[src/rtl/control_seq_if.sv]
// Bus between the control sequencer (master) and the datapath it steers (slave).
interface control_seq_if #(
  parameter int OPC_W = 8,
  parameter int T_W   = 3
);
  logic [OPC_W-1:0] Instruction;
  logic             flag_z;
  logic             flag_c;
  logic             mem_ready;
  logic [1:0]       MUX_sel;
  logic [1:0]       ALU_op;
  logic             AR_load;
  logic             PC_load;
  logic             PC_inc;
  logic             AC_load;
  logic             ZC_load;
  logic             IR_load;
  logic             DR_load;
  logic             MEM_we;
  logic             halted;
  logic             illegal;
  logic [T_W-1:0]   state_count;
  logic             clear;

  modport master (
    input  Instruction, flag_z, flag_c, mem_ready,
    output MUX_sel, ALU_op, AR_load, PC_load, PC_inc, AC_load, ZC_load,
           IR_load, DR_load, MEM_we, halted, illegal, state_count, clear
  );

  modport slave (
    output Instruction, flag_z, flag_c, mem_ready,
    input  MUX_sel, ALU_op, AR_load, PC_load, PC_inc, AC_load, ZC_load,
           IR_load, DR_load, MEM_we, halted, illegal, state_count, clear
  );
endinterface

[src/rtl/control_seq.sv]
// Step-counter control sequencer for an accumulator CPU; strobes decode T, opcode and flags.
// Define CTRL_COND_JUMP_EN to enable JZ/JC; otherwise opcodes 5 and 6 decode as undefined.
module control_seq #(
  parameter int OPC_W    = 8,
  parameter int T_W      = 3,
  parameter int MEM_WAIT = 1
) (
  input logic            clk,
  input logic            rst,
  control_seq_if.master  bus
);

`ifdef CTRL_COND_JUMP_EN
  localparam bit COND_JMP = 1'b1;
`else
  localparam bit COND_JMP = 1'b0;
`endif

  localparam logic [1:0] MUX_ACC = 2'b00;
  localparam logic [1:0] MUX_DR  = 2'b01;
  localparam logic [1:0] MUX_PC  = 2'b10;
  localparam logic [1:0] MUX_MEM = 2'b11;
  localparam logic [1:0] ALU_ADD = 2'b00;
  localparam logic [1:0] ALU_PAS = 2'b01;
  localparam logic [1:0] ALU_COM = 2'b11;

  logic [T_W-1:0] t_q, t_d;
  logic           halted_q, halted_d;
  logic           mem_ok, mem_step;
  logic [1:0]     mux_sel, alu_op;
  logic           ar_load, pc_load, pc_inc, ac_load, zc_load, ir_load, dr_load, mem_we;
  logic           clear, illegal;
  logic           is_lda, is_adda, is_stoa, is_jmp, is_coma, is_jz, is_jc, is_hlt;
  logic           is_cj, op_fetch, cj_take;

  assign mem_ok   = (MEM_WAIT != 0) ? bus.mem_ready : 1'b1;
  assign is_lda   = (bus.Instruction == OPC_W'(0));
  assign is_adda  = (bus.Instruction == OPC_W'(1));
  assign is_stoa  = (bus.Instruction == OPC_W'(2));
  assign is_jmp   = (bus.Instruction == OPC_W'(3));
  assign is_coma  = (bus.Instruction == OPC_W'(4));
  assign is_jz    = (bus.Instruction == OPC_W'(5)) && COND_JMP;
  assign is_jc    = (bus.Instruction == OPC_W'(6)) && COND_JMP;
  assign is_hlt   = (bus.Instruction == OPC_W'(7));
  assign is_cj    = is_jz || is_jc;
  assign op_fetch = is_lda || is_adda || is_stoa || is_jmp || is_cj;
  assign cj_take  = (is_jz && bus.flag_z) || (is_jc && bus.flag_c);

  always_comb begin
    mux_sel  = MUX_ACC;
    alu_op   = ALU_ADD;
    ar_load  = 1'b0;
    pc_load  = 1'b0;
    pc_inc   = 1'b0;
    ac_load  = 1'b0;
    zc_load  = 1'b0;
    ir_load  = 1'b0;
    dr_load  = 1'b0;
    mem_we   = 1'b0;
    clear    = 1'b0;
    illegal  = 1'b0;
    mem_step = 1'b0;
    halted_d = halted_q;
    if (!halted_q) begin
      case (t_q)
        T_W'(0): begin
          mux_sel = MUX_PC;
          ar_load = 1'b1;
        end
        T_W'(1): begin
          mem_step = 1'b1;
          if (mem_ok) begin
            mux_sel = MUX_MEM;
            dr_load = 1'b1;
            pc_inc  = 1'b1;
          end
        end
        // IR captures DR on its own path; the bus carries PC so AR points at the operand.
        T_W'(2): begin
          mux_sel = MUX_PC;
          ir_load = 1'b1;
          ar_load = 1'b1;
        end
        T_W'(3): begin
          if (op_fetch) begin
            mem_step = 1'b1;
            if (mem_ok) begin
              mux_sel = MUX_MEM;
              dr_load = 1'b1;
              pc_inc  = 1'b1;
            end
          end else if (is_coma) begin
            alu_op  = ALU_COM;
            ac_load = 1'b1;
            zc_load = 1'b1;
            clear   = 1'b1;
          end else if (is_hlt) begin
            halted_d = 1'b1;
            clear    = 1'b1;
          end else begin
            illegal = 1'b1;
            clear   = 1'b1;
          end
        end
        T_W'(4): begin
          if (is_jmp || (is_cj && cj_take)) begin
            mux_sel = MUX_DR;
            pc_load = 1'b1;
            clear   = 1'b1;
          end else if (is_cj) begin
            clear = 1'b1;
          end else if (is_lda || is_adda || is_stoa) begin
            mux_sel = MUX_DR;
            ar_load = 1'b1;
          end else begin
            clear = 1'b1;
          end
        end
        T_W'(5): begin
          if (is_lda || is_adda) begin
            mem_step = 1'b1;
            if (mem_ok) begin
              mux_sel = MUX_MEM;
              dr_load = 1'b1;
            end
          end else if (is_stoa) begin
            mem_step = 1'b1;
            if (mem_ok) begin
              mux_sel = MUX_ACC;
              mem_we  = 1'b1;
              clear   = 1'b1;
            end
          end else begin
            clear = 1'b1;
          end
        end
        T_W'(6): begin
          if (is_lda || is_adda) begin
            mux_sel = MUX_DR;
            alu_op  = is_lda ? ALU_PAS : ALU_ADD;
            ac_load = 1'b1;
            zc_load = 1'b1;
          end
          clear = 1'b1;
        end
        default: clear = 1'b1;
      endcase
    end

    if (halted_q || (mem_step && !mem_ok)) begin
      t_d = t_q;
    end else if (clear) begin
      t_d = '0;
    end else begin
      t_d = t_q + T_W'(1);
    end
  end

  always_ff @(negedge clk or negedge rst) begin
    if (!rst) begin
      t_q      <= '0;
      halted_q <= 1'b0;
    end else begin
      t_q      <= t_d;
      halted_q <= halted_d;
    end
  end

  assign bus.MUX_sel     = mux_sel;
  assign bus.ALU_op      = alu_op;
  assign bus.AR_load     = ar_load;
  assign bus.PC_load     = pc_load;
  assign bus.PC_inc      = pc_inc;
  assign bus.AC_load     = ac_load;
  assign bus.ZC_load     = zc_load;
  assign bus.IR_load     = ir_load;
  assign bus.DR_load     = dr_load;
  assign bus.MEM_we      = mem_we;
  assign bus.halted      = halted_q;
  assign bus.illegal     = illegal;
  assign bus.state_count = t_q;
  assign bus.clear       = clear;

endmodule

[src/flat_wrapper.sv]
// flat-port wrapper written by rule: the top's interface ports become plain ports
module control_seq_flat 
#(
  parameter int OPC_W    = 8,
  parameter int T_W      = 3,
  parameter int MEM_WAIT = 1
)
  (clk, rst, bus_Instruction, bus_flag_z, bus_flag_c, bus_mem_ready, bus_MUX_sel, bus_ALU_op, bus_AR_load, bus_PC_load, bus_PC_inc, bus_AC_load, bus_ZC_load, bus_IR_load, bus_DR_load, bus_MEM_we, bus_halted, bus_illegal, bus_state_count, bus_clear);
  control_seq_if #(.OPC_W(OPC_W), .T_W(T_W)) bus_i ();
  input logic clk;
  input logic rst;
  input wire logic [$bits(bus_i.Instruction)-1:0] bus_Instruction;
  input wire logic [$bits(bus_i.flag_z)-1:0] bus_flag_z;
  input wire logic [$bits(bus_i.flag_c)-1:0] bus_flag_c;
  input wire logic [$bits(bus_i.mem_ready)-1:0] bus_mem_ready;
  output wire logic [$bits(bus_i.MUX_sel)-1:0] bus_MUX_sel;
  output wire logic [$bits(bus_i.ALU_op)-1:0] bus_ALU_op;
  output wire logic [$bits(bus_i.AR_load)-1:0] bus_AR_load;
  output wire logic [$bits(bus_i.PC_load)-1:0] bus_PC_load;
  output wire logic [$bits(bus_i.PC_inc)-1:0] bus_PC_inc;
  output wire logic [$bits(bus_i.AC_load)-1:0] bus_AC_load;
  output wire logic [$bits(bus_i.ZC_load)-1:0] bus_ZC_load;
  output wire logic [$bits(bus_i.IR_load)-1:0] bus_IR_load;
  output wire logic [$bits(bus_i.DR_load)-1:0] bus_DR_load;
  output wire logic [$bits(bus_i.MEM_we)-1:0] bus_MEM_we;
  output wire logic [$bits(bus_i.halted)-1:0] bus_halted;
  output wire logic [$bits(bus_i.illegal)-1:0] bus_illegal;
  output wire logic [$bits(bus_i.state_count)-1:0] bus_state_count;
  output wire logic [$bits(bus_i.clear)-1:0] bus_clear;
  assign bus_i.Instruction = bus_Instruction;
  assign bus_i.flag_z = bus_flag_z;
  assign bus_i.flag_c = bus_flag_c;
  assign bus_i.mem_ready = bus_mem_ready;
  assign bus_MUX_sel = bus_i.MUX_sel;
  assign bus_ALU_op = bus_i.ALU_op;
  assign bus_AR_load = bus_i.AR_load;
  assign bus_PC_load = bus_i.PC_load;
  assign bus_PC_inc = bus_i.PC_inc;
  assign bus_AC_load = bus_i.AC_load;
  assign bus_ZC_load = bus_i.ZC_load;
  assign bus_IR_load = bus_i.IR_load;
  assign bus_DR_load = bus_i.DR_load;
  assign bus_MEM_we = bus_i.MEM_we;
  assign bus_halted = bus_i.halted;
  assign bus_illegal = bus_i.illegal;
  assign bus_state_count = bus_i.state_count;
  assign bus_clear = bus_i.clear;
  control_seq #(.OPC_W(OPC_W), .T_W(T_W), .MEM_WAIT(MEM_WAIT)) u_core (.clk(clk), .rst(rst), .bus(bus_i));
endmodule
[config.mk]
export PLATFORM = sky130hd
export DESIGN_NAME = control_seq_flat
export DESIGN_NICKNAME = d
export VERILOG_FILES = /design/src/rtl/control_seq_if.sv /design/src/rtl/control_seq.sv /design/src/flat_wrapper.sv
export SDC_FILE = /design/constraint.sdc
export NUM_CORES = 1
export LEC_CHECK = 0
export BUFFER_PORTS_ARGS = -buffer_cell sky130_fd_sc_hd__buf_2
export CAP_MARGIN = 10
export CORE_UTILIZATION = 45
export DETAILED_ROUTE_END_ITERATION = 10
export HOLD_SLACK_MARGIN = 0.05
export PLACE_DENSITY = 0.78
export REMOVE_ABC_BUFFERS = 1
export SYNTH_ARGS = -nofsm -noshare
export SYNTH_HDL_FRONTEND = slang
export SYNTH_SLANG_ARGS = --single-unit
[constraint.sdc]
create_clock -name clk -period 2.1 [get_ports clk]
set_input_delay 0.21 -clock clk [delete_from_list [all_inputs] [get_ports clk]]
set_output_delay 0.21 -clock clk [all_outputs]
set_load 0.01 [all_outputs]
==> results.py, run 1 <==
metrics = {
    "placed_design": {
        "place_ws_ns": -0.9070,
        "place.gp.congestion": 0.8758,
        "port_buffers": 28,
        "dp_hpwl_um": 1891,
        "dp.cells": 157,
    },
    "yosys": {
        "yosysTopAreaCell": "dfrtn_1",
        "ys_seq_area_frac": 0.1533,
        "synthTopCellsByCount": "nand2_1 (14), inv_1 (6), nor2_1 (6), a21oi_1 (5), ha_1 (5)",
        "yosys.area_share.xor_xnor": 0.01341,
        "synth-simple-area-share": 0.3027,
        "synth_top_area_frac": 0.1533,
        "synth-seq-cells": 4,
        "avgSynthCellArea_um2": 7.594,
        "synthAdderAreaFrac": 0.09579,
        "synth_edf_count": 0,
        "yosys-top-cells-area": "dfrtn_1 (15%), ha_1 (9.6%), nand2_1 (8.0%)",
        "ys_types": 39,
        "synth-compound-area-share": 0.3123,
        "synthMuxAreaShare": 0,
        "ys.flop_type": "dfrtn_1",
        "syn_area_um2": 653.1,
        "yosysMostFrequentCell": "nand2_1",
        "synth_top_family_by_area": "compound AO/OA/AOI/OAI gates",
        "syn_inst": 86,
        "async_flop_share": 1.000,
        "yosysWarnings": 0,
    },
    "clock_tree": {
        "cts.sinks": 4,
        "cts_buffer_depth": 2,
        "cts_made_buffers": 3,
        "root_buffer": "clkbuf_4",
        "htreeDepth": 1,
        "cts_hold_buf": 0,
    },
    "timing": {
        "timing.grt.repair.worst_endpoint": "bus_AC_load",
        "worstEpCategory": "primary output",
    },
    "run_status": {
        "haltStage": "global routing (5_1_grt)",
        "tool.error": "[ERROR DPL-0038] Utilization greater than 100%, impossible to legalize",
        "status": "stopped before the end",
    },
    "die": {
        "initial_utilization": 0.4957,
        "ios": 31,
        "fp.dieH_um": 40.10,
        "num_rows": 13,
        "die_x_um": 40.10,
    },
    "global_routing": {
        "grt_start_max_net_pins": 10,
    },
}
## kinds of logic after synthesis
kind of cell / Yosys count
simple gates: 36
flops: 4
fa+ha+maj: 5
xor+xnor: 1
buf+inv: 13
compound gates: 27
## timing repair
item                       in CTS
setup buffers                   1
pin swaps                       8
setup endpoints to repair      22
gates resized for setup        31
## metrics by stage
stage / setup TNS, ns / util / hold WS (ns) / cell area (µm²)
after global placement: -11.33 / 0.7692 / 0.5610 / 1013
after floorplan: -10.31 / - / 0.5180 / 599.3
after detailed placement: -12.03 / 0.7692 / 0.5979 / 1013
after CTS: -13.65 / 0.8946 / 0.6330 / 1179
==> run 2, diff against run 1 <==
CORE_AREA = 2 2 63 65   (was unset)
CORE_UTILIZATION = unset   (was 45)
DIE_AREA = 0 0 65 67   (was unset)
HOLD_SLACK_MARGIN = unset   (was 0.05)
PLACE_DENSITY = unset   (was 0.78)
PLACE_DENSITY_LB_ADDON = 0.15   (was unset)
==> run 2 against run 1 <==
Against the previous run: synthesized cell count did not move; area after synthesis did not move; the flow now finishes, with violations (negative setup slack).
==> results.py, run 2 <==
metrics = {
    "yosys": {
        "yosysTopAreaCell": "dfrtn_1",
        "ys.flop_type": "dfrtn_1",
        "syn_inst": 86,
        "syn_area_um2": 653.1,
        "ys_seq_area_frac": 0.1533,
        "synth-seq-cells": 4,
        "synthTopCellsByCount": "nand2_1 (14), inv_1 (6), nor2_1 (6), a21oi_1 (5), ha_1 (5)",
        "synth_edf_count": 0,
        "synth_top_area_frac": 0.1533,
        "avgSynthCellArea_um2": 7.594,
        "ys_types": 39,
        "yosysMostFrequentCell": "nand2_1",
        "yosys-top-cells-area": "dfrtn_1 (15%), ha_1 (9.6%), nand2_1 (8.0%)",
        "yosysWarnings": 0,
        "async_flop_share": 1.000,
    },
    "job": {
        "cap_violations": 0,
    },
    "clock_tree": {
        "cts.sinks": 4,
        "insertion_delay_ns": 0.24,
        "htreeDepth": 1,
        "cts_buffer_depth": 2,
        "clk_pin_slew_ns": 0.03,
        "root_buffer": "clkbuf_8",
        "cts_made_buffers": 3,
        "cts_hold_buf": 0,
        "cts_tree": "yes",
    },
    "placed_design": {
        "place.gp.congestion": 0.8309,
        "dp_hpwl_um": 2044,
        "port_buffers": 28,
    },
    "timing": {
        "rsz0062_at_grt": "yes",
        "whs_ns": 0.6964,
        "tns_ns": -13.95,
        "finalHoldViolations": 0,
        "skew_ns": 0.0009192,
        "setup_slack_ns": -1.043,
        "finalMaxSlewViolations": 0,
        "relSlewSlack": 0.7801,
        "worst_pin_slew_ns": 0.3269,
        "setup_viol": 22,
    },
    "run_status": {
        "violations": "negative setup slack",
        "status": "complete, but fails checks",
    },
    "final_layout": {
        "area_growth_pct": 132.4,
        "final_common_cell": "buf_4",
        "drive_above_1_share": 0.7405,
        "final_cell_mix": "buf_4 (35), buf_6 (21), buf_2 (19)",
        "antenna_cells": 0,
        "largest_reg_flops": 3,
        "finalNetCount": 178,
    },
    "routing": {
        "wl_per_cell_um": 14.18,
        "drtIter0Drc": 38,
        "vias_per_cell": 4.519,
        "via_count": 931,
        "drc_errors": 0,
        "routed_wl_um": 2922,
        "antenna_left": 0,
        "dr.pass1.iters": 4,
    },
    "pwr": {
        "vdd_drop_max_v": 0.0002763,
        "power_density_nw_per_um2": 190.1,
        "p_leak_uw": 0.0006679,
    },
    "setup_path": {
        "crit_arrival_ns": 2.93,
        "crit_path_end_kind": "output pin",
        "r2r_cells": 11,
        "rrSetupSlack_ns": -0.18,
        "crit_fanout": 5,
        "critPathRequiredTime_ns": 1.89,
        "crit_path_start_kind": "flop",
        "r2r-start": "u_core.bus.state_count[1]",
        "r2r-end": "u_core.bus.state_count[1]",
        "crit_type": "flop to output pin",
    },
    "worst_hold_path": {
        "min_to": "u_core.bus.halted",
        "holdPathStages": 3,
        "min_from": "u_core.bus.halted",
        "hold_path.class": "flop to flop",
    },
    "die": {
        "fp.dieH_um": 67,
        "coreArea_um2": 3606,
        "dieArea_um2": 4355,
        "num_rows": 22,
        "ios": 31,
        "initial_utilization": 0.1811,
        "die_x_um": 65,
    },
    "global_routing": {
        "grt_pass1_vias": 959,
        "grtUsageTotal": 0.1371,
        "grt_start_max_net_pins": 8,
        "grt_pass1_wl_um": 4540,
        "antenna_found_initial": 0,
        "grt-ovfl-total": 0,
    },
}
run 2: cell counts after synthesis:
Identical to the previous run, type by type.
run 2: repair_timing:
item / in CTS / in global routing
resized for setup: 55 / 18
buffers inserted: 13 / 7
endpoints found under the setup margin: 22 / 22
hold endpoints to repair: 0 / 0
pin swaps: 18 / 9
run 2: worst max-delay path by stage:
| stage | start | endpoint | slack [ns] | depth (start not counted) |
|---|---|---|---|---|
| 3_3_place_gp | u_core.bus.state_count[0] | bus_clear | -0.90 | 8 |
| 5_1_grt | u_core.bus.state_count[1] | bus_AC_load | -1.13 | 7 |
| 4_1_cts | u_core.bus.state_count[0] | bus_AC_load | -1.02 | 6 |
| 2_1_floorplan | u_core.bus.state_count[2] | bus_clear | -1.00 | 7 |
| 3_5_place_dp | u_core.bus.state_count[1] | bus_clear | -0.95 | 8 |
| 6_report | u_core.bus.state_count[0] | bus_clear | -1.04 | 8 |
run 2: layout make-up:
class                   instances  area (µm²)
inverters                       7       32.53
well taps                      48       60.06
clock buffers                   3       41.29
repair buffers                 75       594.3
flip-flops and latches          4       100.1
fillers                       373        2088
multi-input cells              69       689.4
run 2: critical path, stage by stage (launching register included):
cell       delay [ns]
dfrtn_1          0.52
ha_4             0.21
ha_4             0.18
nor2_2           0.05
o22ai_2          0.19
nand2_1          0.09
o2bb2ai_2        0.13
and2_4           0.16
buf_6            0.11
run 2: per-layer routing:
| metal | part of all wire | track usage | up-vias | wire, µm |
|---|---|---|---|---|
| li1 | - | - | 461 | - |
| met1 | 0.42 | 0.1643 | 444 | 1230 |
| met2 | 0.54 | 0.2564 | 26 | 1578 |
| met3 | 0.039 | 0.02872 | 0 | 113 |
| met4 | 0 | 0.01596 | 0 | 0 |
| met5 | 0 | 0 | - | 0 |
run 2: power by group:
group | internal, µW | switching (µW)
Combinational | 22.6 | 24.9
Clock | 122 | 40.6
Sequential | 78.0 | 0
Total | 223 | 65.6
run 2: cell families (layout without fill, tap and decap cells):
group | Yosys count | count (layout) | share of synthesized area
AND/OR/NAND/NOR | 36 | 36 | 0.3027
AO/OA/AOI/OAI | 27 | 27 | 0.3123
buffers and inverters | 13 | 85 | 0.1226
adder cells (fa/ha/maj) | 5 | 5 | 0.09579
flip-flops | 4 | 4 | 0.1533
XOR/XNOR | 1 | 1 | 0.01341
run 2: per-stage QoR:
step                      worst slack (ns)  power [µW]  cells  utilization  instance area, µm²
after floorplan                     -1.002       87.59     80            -               599.3
after global placement             -0.9037       120.2    188       0.2883                1040
after detailed placement           -0.9542       120.0    188       0.2883                1040
after CTS                           -1.019       285.9    203       0.3914                1411
after global routing                -1.128       303.3    206       0.4209                1518
final                               -1.043       288.5    206       0.4209                1518
Power figures use the tool's default switching activity.
